### config.mk
export PLATFORM = sky130hd
export DESIGN_NAME = id_queue_flat
export DESIGN_NICKNAME = d
export VERILOG_FILES = /design/src/rtl/id_queue_pkg.sv /design/src/rtl/id_queue_if.sv /design/src/rtl/decoder.sv /design/src/rtl/id_queue_ram.sv /design/src/rtl/id_queue.sv /design/src/flat_wrapper.sv
export SDC_FILE = /design/constraint.sdc
export NUM_CORES = 2
export LEC_CHECK = 0
export ABC_CLOCK_PERIOD_IN_PS = 10100
export CAP_MARGIN = 30
export CORE_UTILIZATION = 55
export CTS_BUF_LIST = sky130_fd_sc_hd__clkbuf_16
export DETAILED_ROUTE_END_ITERATION = 7
export PLACE_DENSITY = 0.77
export SLEW_MARGIN = 25
export SYNTH_ARGS = -nofsm -noshare
export SYNTH_HDL_FRONTEND = slang
export SYNTH_SLANG_ARGS = --single-unit
### constraint.sdc
create_clock -name clk -period 10.1 [get_ports clk]
set_clock_uncertainty 0.2 [all_clocks]
set_input_delay 2.02 -clock clk [delete_from_list [all_inputs] [get_ports clk]]
set_output_delay 2.02 -clock clk [all_outputs]
set_load 0.01 [all_outputs]
### src/rtl/id_queue_pkg.sv
// Shared types for the id_queue decode stage: decode_result layout, unit and
// load/store enums, and a popcount helper for lane-valid vectors.
package id_queue_pkg;

    typedef enum logic [1:0] {
        UNIT_NONE   = 2'd0,
        UNIT_ALU    = 2'd1,
        UNIT_BRANCH = 2'd2,
        UNIT_LDST   = 2'd3
    } unit_e;

    typedef enum logic [1:0] {
        LS_NONE  = 2'd0,
        LS_LOAD  = 2'd1,
        LS_STORE = 2'd2
    } ldst_mode_e;

    typedef struct packed {
        logic       is_valid;
        logic [10:0] op;
        logic [4:0]  qj;
        logic [4:0]  qk;
        logic [4:0]  dest;
        logic [31:0] vj;
        logic [31:0] vk;
        logic [31:0] a;
        unit_e       unit;
        ldst_mode_e  rwmm;
        logic        a_rdy;
        logic [31:0] pc;
    } decode_result;

    // Callers zero-extend their N-bit vector to 32 bits.
    function automatic logic [5:0] popcount(input logic [31:0] v);
        logic [5:0] c;
        c = '0;
        for (int i = 0; i < 32; i++) begin
            c = c + {5'd0, v[i]};
        end
        return c;
    endfunction

endpackage

### src/rtl/id_queue_if.sv
// Fetch/dispatch-facing bundle of id_queue; the queue takes the slave side.
interface id_queue_if
    import id_queue_pkg::*;
#(
    parameter int N     = 2,
    parameter int DEPTH = 8
);
    localparam int CW = $clog2(DEPTH + 1);
    localparam int OW = $clog2(N + 1);

    logic               flush;
    logic [N-1:0]       in_valid;
    logic [31:0]        instr [N];
    logic [31:0]        pc    [N];
    logic               in_ready;
    decode_result       out   [N];
    logic [OW-1:0]      out_count;
    logic [OW-1:0]      deq_num;
    logic [CW-1:0]      occupancy;

    modport master (
        output flush, in_valid, instr, pc, deq_num,
        input  in_ready, out, out_count, occupancy
    );

    modport slave (
        input  flush, in_valid, instr, pc, deq_num,
        output in_ready, out, out_count, occupancy
    );

endinterface

### src/rtl/decoder.sv
// Combinational RV32I-subset decoder producing one decode_result per lane.
module decoder
    import id_queue_pkg::*;
(
    input  logic [31:0]  instr,
    input  logic [31:0]  pc,
    output decode_result res
);
    logic [4:0]  rd, rs1, rs2;
    logic [31:0] imm_i, imm_s, imm_b, imm_j, imm_u;

    assign rd    = instr[11:7];
    assign rs1   = instr[19:15];
    assign rs2   = instr[24:20];
    assign imm_i = {{20{instr[31]}}, instr[31:20]};
    assign imm_s = {{20{instr[31]}}, instr[31:25], instr[11:7]};
    assign imm_b = {{19{instr[31]}}, instr[31], instr[7], instr[30:25], instr[11:8], 1'b0};
    assign imm_j = {{11{instr[31]}}, instr[31], instr[19:12], instr[20], instr[30:21], 1'b0};
    assign imm_u = {instr[31:12], 12'd0};

    // Operand values (vj/vk) are filled in later from the register file.
    always_comb begin
        res          = '0;
        res.is_valid = 1'b1;
        res.pc       = pc;
        res.op       = {instr[30], instr[14:12], instr[6:0]};
        res.unit     = UNIT_NONE;
        res.rwmm     = LS_NONE;
        case (instr[6:0])
            7'b0110011: begin
                res.unit = UNIT_ALU;  res.qj = rs1; res.qk = rs2; res.dest = rd;
                res.a_rdy = 1'b1;
            end
            7'b0010011: begin
                res.unit = UNIT_ALU;  res.qj = rs1; res.dest = rd;
                res.a = imm_i; res.a_rdy = 1'b1;
            end
            7'b0110111: begin
                res.unit = UNIT_ALU;  res.dest = rd; res.a = imm_u; res.a_rdy = 1'b1;
            end
            7'b0010111: begin
                res.unit = UNIT_ALU;  res.dest = rd; res.a = pc + imm_u; res.a_rdy = 1'b1;
            end
            7'b0000011: begin
                res.unit = UNIT_LDST; res.rwmm = LS_LOAD; res.qj = rs1; res.dest = rd;
                res.a = imm_i;
            end
            7'b0100011: begin
                res.unit = UNIT_LDST; res.rwmm = LS_STORE; res.qj = rs1; res.qk = rs2;
                res.a = imm_s;
            end
            7'b1100011: begin
                res.unit = UNIT_BRANCH; res.qj = rs1; res.qk = rs2;
                res.a = pc + imm_b; res.a_rdy = 1'b1;
            end
            7'b1101111: begin
                res.unit = UNIT_BRANCH; res.dest = rd; res.a = pc + imm_j; res.a_rdy = 1'b1;
            end
            7'b1100111: begin
                res.unit = UNIT_BRANCH; res.qj = rs1; res.dest = rd; res.a = imm_i;
            end
            default: ;
        endcase
    end

endmodule

### src/rtl/id_queue_ram.sv
// DEPTH x decode_result storage, N write ports and N combinational read ports.
module id_queue_ram
    import id_queue_pkg::*;
#(
    parameter int N     = 2,
    parameter int DEPTH = 8,
    localparam int AW   = $clog2(DEPTH)
)(
    input  logic          clk,
    input  logic [N-1:0]  wr_en,
    input  logic [AW-1:0] wr_idx  [N],
    input  decode_result  wr_data [N],
    input  logic [AW-1:0] rd_idx  [N],
    output decode_result  rd_data [N]
);
    decode_result mem [DEPTH];

    // Write indices within one cycle are distinct by construction upstream.
    always_ff @(posedge clk) begin
        for (int k = 0; k < N; k++) begin
            if (wr_en[k]) mem[wr_idx[k]] <= wr_data[k];
        end
    end

    always_comb begin
        for (int i = 0; i < N; i++) begin
            rd_data[i] = mem[rd_idx[i]];
        end
    end

endmodule

### src/rtl/id_queue.sv
// N-lane decode stage feeding a compacting circular decoded-instruction queue.
// Optional ID_QUEUE_PERF_EN adds stall_cycles / full_cycles counters.
module id_queue
    import id_queue_pkg::*;
#(
    parameter int N     = 2,
    parameter int DEPTH = 8
)(
    input  logic        clk,
    input  logic        rst_n,
    id_queue_if.slave   bus
`ifdef ID_QUEUE_PERF_EN
    ,
    output logic [31:0] stall_cycles,
    output logic [31:0] full_cycles
`endif
);
    localparam int CW = $clog2(DEPTH + 1);
    localparam int OW = $clog2(N + 1);
    localparam int AW = $clog2(DEPTH);

    logic [AW-1:0] head, tail;
    logic [CW-1:0] count;

    logic          in_ready;
    logic [OW-1:0] out_count;
    logic [OW-1:0] eff_deq;
    logic          enq_fire;
    logic [CW-1:0] enq_cnt;

    decode_result  dec     [N];
    decode_result  rd_data [N];
    logic [N-1:0]  wr_en;
    logic [AW-1:0] wr_idx  [N];
    logic [AW-1:0] rd_idx  [N];

    for (genvar k = 0; k < N; k++) begin : g_dec
        decoder u_dec (
            .instr (bus.instr[k]),
            .pc    (bus.pc[k]),
            .res   (dec[k])
        );
    end

    id_queue_ram #(.N(N), .DEPTH(DEPTH)) u_ram (
        .clk     (clk),
        .wr_en   (wr_en),
        .wr_idx  (wr_idx),
        .wr_data (dec),
        .rd_idx  (rd_idx),
        .rd_data (rd_data)
    );

    // in_ready looks only at registered count so deq_num never reaches it.
    assign in_ready  = (CW'(DEPTH) - count) >= CW'(N);
    assign out_count = (count >= CW'(N)) ? OW'(N) : OW'(count);
    assign eff_deq   = (bus.deq_num > out_count) ? out_count : bus.deq_num;
    assign enq_fire  = in_ready & (|bus.in_valid) & ~bus.flush;
    assign enq_cnt   = enq_fire ? CW'(popcount(32'(bus.in_valid))) : '0;

    // Compaction: each valid lane lands after the valid lanes below it.
    always_comb begin
        logic [CW-1:0] run;
        run = '0;
        for (int k = 0; k < N; k++) begin
            wr_en[k]  = enq_fire & bus.in_valid[k];
            wr_idx[k] = tail + AW'(run);
            if (bus.in_valid[k]) run = run + CW'(1);
        end
    end

    always_comb begin
        for (int i = 0; i < N; i++) begin
            rd_idx[i]           = head + AW'(i);
            bus.out[i]          = rd_data[i];
            bus.out[i].is_valid = rd_data[i].is_valid & (OW'(i) < out_count);
        end
    end

    assign bus.in_ready  = in_ready;
    assign bus.out_count = out_count;
    assign bus.occupancy = count;

    always_ff @(posedge clk or negedge rst_n) begin
        if (!rst_n) begin
            head  <= '0;
            tail  <= '0;
            count <= '0;
        end else if (bus.flush) begin
            head  <= '0;
            tail  <= '0;
            count <= '0;
        end else begin
            head  <= head + AW'(eff_deq);
            tail  <= tail + AW'(enq_cnt);
            count <= count + enq_cnt - CW'(eff_deq);
        end
    end

`ifdef ID_QUEUE_PERF_EN
    // Perf counters survive flush; only reset clears them.
    always_ff @(posedge clk or negedge rst_n) begin
        if (!rst_n) begin
            stall_cycles <= '0;
            full_cycles  <= '0;
        end else begin
            if ((|bus.in_valid) & ~in_ready & ~bus.flush) stall_cycles <= stall_cycles + 32'd1;
            if (count == CW'(DEPTH))                      full_cycles  <= full_cycles + 32'd1;
        end
    end
`endif

endmodule

### src/flat_wrapper.sv
// flat-port wrapper written by rule: the top's interface ports become plain ports
module id_queue_flat import id_queue_pkg::*;
#(
    parameter int N     = 2,
    parameter int DEPTH = 8
)
  (clk, rst_n, bus_flush, bus_in_valid, bus_instr, bus_pc, bus_deq_num, bus_in_ready, bus_out, bus_out_count, bus_occupancy);
  id_queue_if #(.N(N), .DEPTH(DEPTH)) bus_i ();
  input  logic clk;
  input  logic rst_n;
  input wire logic [$bits(bus_i.flush)-1:0] bus_flush;
  input wire logic [$bits(bus_i.in_valid)-1:0] bus_in_valid;
  input wire logic [$bits(bus_i.instr)-1:0] bus_instr;
  input wire logic [$bits(bus_i.pc)-1:0] bus_pc;
  input wire logic [$bits(bus_i.deq_num)-1:0] bus_deq_num;
  output wire logic [$bits(bus_i.in_ready)-1:0] bus_in_ready;
  output wire logic [$bits(bus_i.out)-1:0] bus_out;
  output wire logic [$bits(bus_i.out_count)-1:0] bus_out_count;
  output wire logic [$bits(bus_i.occupancy)-1:0] bus_occupancy;
  assign bus_i.flush = bus_flush;
  assign bus_i.in_valid = bus_in_valid;
  assign bus_i.instr = {>>{bus_instr}};
  assign bus_i.pc = {>>{bus_pc}};
  assign bus_i.deq_num = bus_deq_num;
  assign bus_in_ready = bus_i.in_ready;
  assign bus_out = {>>{bus_i.out}};
  assign bus_out_count = bus_i.out_count;
  assign bus_occupancy = bus_i.occupancy;
  id_queue #(.N(N), .DEPTH(DEPTH)) u_core (.clk(clk), .rst_n(rst_n), .bus(bus_i));
endmodule
# --- Yosys cells after proc, flatten, opt, wreduce, memory -nomap -nowiden ---
# Memories as Yosys holds them, arrays and structs flattened.
# Cells that the tools add are included.
# Widths: inputs -> output; s select.
totals:
  register_bits: 10
  latch_bits: 0
  ram_bits: 760
  rom_bits: 0
  in_bits: 135
  output_inout_bits: 327
  wordCells: 90
  mem_count: 1
classes:
  add_sub_neg: 14
  mul: 0
  div: 0
  order_cmp: 5
  n_eq_ne: 18
  shift: 0
  muxes: 25
  bitwise: 7
  n_reduce_logical: 17
memory_table:
  columns: ["name", "words", "word_bits", "rd", "rd_clocked_by_memory_dff", "wr", "line_no", "rtl"]
  rows:
  - ["u_core.u_ram.mem", 8, 95, 2, 0, 2, "id_queue_ram.sv:16", "decode_result mem [DEPTH];"]
op_table:
  columns: ["op", "count"]
  rows:
  - ["$pmux 32 s6", 2]
  - ["$add 32x32->32", 6]
  - ["$eq 7x6->1 const B", 6]
  - ["$eq 7x7->1 const B", 6]
  - ["$mux 5", 6]
  - ["$eq 7x5->1 const B", 4]
  - ["$reduce_or 6->1", 4]
  - ["$reduce_or 3->1", 6]
  - ["$eq 7x2->1 const B", 2]
  - ["$reduce_or 7->1", 2]
  - ["$pmux 2 s3", 2]
  - ["$ge 4x2->1 const B", 2]
  - ["$mux 4", 2]
  - ["$pmux 2 s2", 2]
  - ["$reduce_or 4->1", 2]
  - ["$mux 1", 7]
  - ["$mux 3", 2]
  - ["$reduce_or 2->1", 3]
  - ["$add 4x4->4", 1]
  - ["$and 1x1->1", 4]
  - ["$lt 1x2->1 const A", 2]
  - ["$mux 2", 2]
  - ["$sub 4x2->4", 1]
  - ["$sub 4x4->4 const A", 1]
  - ["other kinds (8)", 9]

# --- Depth between registers and ports, before layout ---
depth:
  depth_word: 8
  depth_mapped: 19
  ltp_nobuf: 17

# --- Modules after synthesis ---
# A second synthesis with hierarchy kept.
hier_totals:
  hier_cells: 5223
  area_unflattened_um2: 82829.4
by_module_without_submodules:
  columns: ["mod", "n_inst", "cells_each", "area_per_inst_um2", "seq_area_each_um2"]
  rows:
  - ["id_queue_ram", 1, 3866, 73155.2, 38436.9]
  - ["decoder at u_core.g_dec[1].u_dec", 1, 644, 4419.2, 0.0]
  - ["decoder at u_core.g_dec[0].u_dec", 1, 621, 4359.2, 0.0]
  - ["id_queue", 1, 92, 895.9, 250.2]

# --- Worst setup path after synthesis ---
# No wires, ideal clock.
synth_path:
  kind: "input to register"
  start: "in bus_in_valid[0]"
  end: "mem u_core.u_ram.mem[6][0] in the netlist's numbering, enable pin"
  setup_ps: 680
  arrival_time_ps: 9348
  t_required_ps: 9220
  slack_ps: -128
  cell_stages: 5
  path_buffers: 0
  cell_sequence: "inv_1 -> ha_1 -> nor3_4 -> nand2b_1 -> o21ai_0"
synth_rtl:
  columns: ["item", "line_no", "rtl"]
  rows:
  - ["from (decl)", "flat_wrapper.sv:12", "input wire logic [$bits(bus_i.in_valid)-1:0] bus_in_valid;"]
  - ["to (decl)", "id_queue_ram.sv:16", null]

==> results by group <==
Detailed routing
  • Remaining DRCs: 0
  • Via Count: between 40000 and 50000
  • Drt initial violations: ~6200
  • First-pass detailed-route iteration total: 8
  • Vias/cell: about 7
  • Post-Route WL: 183000 um
  • Antenna-violating nets left: 0
  • Routed wire per std cell: 30.3 um

Outcome
  • Status: completed

Clock network
  • Number of post-CTS setup repair buffers: 0
  • CTS tree: yes
  • Root buffer cell: clkbuf_16
  • Skew-Pair Late Insertion Delay: 0.66 ns
  • CTS Hold Buffers Added: 0
  • Post-CTS resize count: 0
  • Clock sink count: 770
  • CTS Buf Count: 85
  • CTS HTree Levels: 3
  • Max clock buf depth: 3
  • Clock slew at reported path FFs: around 0.060 ns

Floorplan
  • Die Wd: a little over 300 um
  • Die area: slightly below 100000 um^2
  • # rows: ~110
  • CORE AREA: ~94000 um^2
  • DIE HEIGHT: a little over 300 um
  • IO Pins: between 400 and 500
  • Initial core utilization: roughly 56%

Pwr
  • Power density cells: 224 nW/um^2
  • Worst IR Drop VDD: between 0.2 and 0.25 mV
  • Total power: around 13 mW
  • Leak: ~22 nW

STA
  • Final Cycle Share: 72.9%
  • Fmax: roughly 140 MHz
  • Min Clock Period, post-route: 7.36 ns
  • Slew margin rel.: between 20% and 30%
  • Setup-failing EPs final: 0
  • Unrepaired setup endpoints after global routing: no
  • PnR worst setup slack: around 2.7 ns
  • Final Max Tran Viols: 0
  • Setup TNS: 0 ns
  • Worst Max-Slew Pin Slew: 1.10 ns
  • Final hold violations: 0

Global routing
  • Initial antenna violation count: 19
  • Remaining Overflow, GRT: 0
  • First-pass GRT wire length: between 200000 and 300000 um
  • Largest net degree at the start of global routing: 125
  • Vias in the first global route: 39768
  • Total Routing Usage GR: 37.6%

Critical path
  • Slowest stage delay, CP: 0.73 ns
  • Worst setup EP type: register
  • R2R Path Start: u_core.bus.occupancy[1]$_DFF_PN0_
  • Bufs and invs on worst path: 2
  • Data arrival time of the worst path: 7.53 ns
  • CP max-delay cell: clkdlybuf4s50_1
  • Setup CP Type: input port to register
  • Critical Path, Cell by Cell: clkdlybuf4s50_1, nor2_1, nand3_1, nor2_1, buf_4, mux2_2, ha_1, fa_1, a21oi_1, o22ai_1, a22oi_1, o211ai_1, a31oi_1, xnor2_1, o21ai_0, a21oi_1, mux2i_1
  • Worst EP required: ~10 ns
  • Maximum fanout along the worst path: 16
  • Worst-case reg-to-reg path depth: 10
  • Top delay family on crit path: compound AO/OA/AOI/OAI gates
  • FF-to-FF End: u_core.u_ram.mem[7][77]$_DFFE_PP_
  • Worst reg-to-reg setup slack: roughly 5.4 ns
  • Nature of the critical path startpoint: input port

Yosys
  • FFs w/ async S/R, synth: 1.30%
  • Seq/Total Area, Yosys: 44.2%
  • Yosys warns: 0
  • Top_reg_cell synth: edfxtp_1
  • Post-synth EDFFs: 760
  • Synth cell types: about 90
  • FF+latch count, synth: between 700 and 800
  • Syn avg cell area: roughly 11 um^2
  • Synthesized area: between 50000 and 60000 um^2
  • Post-Synthesis Cells: between 4000 and 5000

Min path
  • Hold path cells: 2
  • WHS Endpoint: u_core.tail[2]$_DFF_PN0_
  • Critical hold path startpoint: u_core.tail[2]$_DFF_PN0_
  • Hold/Removal Path Class: register to register

Finish
  • Multi-input logic area: ~27000 um^2
  • Non-Filler Instances: slightly above 6000
  • Final nets: about 5000
  • Share of post-route cells with drive strength above 1: 18.3%
  • Area growth, synth to finish: 12.6%
  • Commonest non-fill, non-tap cell in the layout: nand2_1
  • Sequential cell area: between 20000 and 25000 um^2
  • # fillers: just over 7000
  • Most frequent cells in the layout: 1200 x nand2_1, 760 x edfxtp_1, 380 x mux4_2
  • Design Area, Final: 58700 um^2

Placement
  • DP HPWL: about 120000 um
  • Pre-CTS setup slack: ~2.3 ns
  • Buffers on Ports: around 330
  • Gpl congestion: a little over 1
  • Placed cells: 5884
  • Post-DP Area: 56000 um^2

Job
  • Max_cap viols: 0
==> cell families (layout without fill, tap and decap cells) <==
group / after synthesis / in the layout / synth area share (%)
adder cells (fa/ha/maj): 132 / 132 / 3.28
multiplexers: 825 / 825 / 25.4
flip-flops: 770 / 770 / 44.2
AO/OA/AOI/OAI: 648 / 648 / 7.94
XOR/XNOR: 88 / 88 / 1.48
AND/OR/NAND/NOR: 1570 / 1570 / 12.2
other: 1 / 135 / 0.00719
buffers and inverters: 567 / 628 / 5.40
==> sequential cells by signal, indices dropped and copies added (netlist names) <==
signal and flops:
u_core.u_ram.mem 760, u_core.bus.occupancy 4, u_core.head 3, u_core.tail 3
==> worst max-delay path by stage <==
stage	startpoint	to	slack (ns)	cells after the start
after floorplan	bus_in_valid[0]	u_core.u_ram.mem[6][0]$_DFFE_PP_	-0.13	5
after global placement	bus_instr[4]	u_core.u_ram.mem[0][52]$_DFFE_PP_	2.31	15
after detailed placement	bus_instr[4]	u_core.u_ram.mem[3][60]$_DFFE_PP_	2.28	17
after CTS	bus_instr[4]	u_core.u_ram.mem[3][60]$_DFFE_PP_	2.94	17
after global routing	bus_instr[4]	u_core.u_ram.mem[3][60]$_DFFE_PP_	2.43	17
final	bus_instr[4]	u_core.u_ram.mem[3][60]$_DFFE_PP_	2.74	17
==> cell type report <==
cell class	instances	area share [%]
Tap cell	1254	2.67
Inverter	47	0.300
Timing Repair Buffer	427	7.10
Clock inverter	68	0.880
Clock buffer	86	3.66
Multi-Input combinational cell	3391	46.0
Sequential cell	770	39.3
Antenna cell	7	0.0298
==> power breakdown <==
part | internal (mW) | switching, mW
logic | 3.22 | 3.04
registers | 3.72 | 0.157
clock network | 1.70 | 1.34
total | 8.64 | 4.53
==> per-layer routing <==
layer,GRT usage [%],wire length [um]
met2,57.4,82400
met4,19.6,10100
met5,1.01,293
met1,48.7,63000
met3,11.1,27600
==> per-stage QoR <==
step / hold slack, ns / utilization [%]
6_report: 0.498 / 62.7
5_1_grt: 0.549 / 62.7
4_1_cts: 0.486 / 62.7
3_5_place_dp: 0.468 / 59.8
3_3_place_gp: 0.465 / 59.7
2_1_floorplan: 0.424 / -
==> synth_stat cells (all sizes together), types with 47 or more instances <==
| cell | number | area (um^2) |
|---|---|---|
| edfxtp | 760 | 22800 |
| a21o | 51 | 383 |
| buf | 319 | 1880 |
| nand2 | 1204 | 4520 |
| xnor2 | 47 | 412 |
| ha | 124 | 1550 |
| a21oi | 226 | 1160 |
| mux4 | 380 | 8560 |
| mux2 | 209 | 2350 |
| o21ai | 175 | 876 |
| nor2 | 181 | 682 |
| clkbuf | 201 | 754 |
| mux2i | 236 | 2360 |
| inv | 47 | 176 |
==> worst min-delay path: stages, from the launching register on <==
cell and delay (ns):
dfrtp_1 0.48, xor2_1 0.10, nor2_1 0.08
Note: power is estimated with default switching activity, not from simulation.
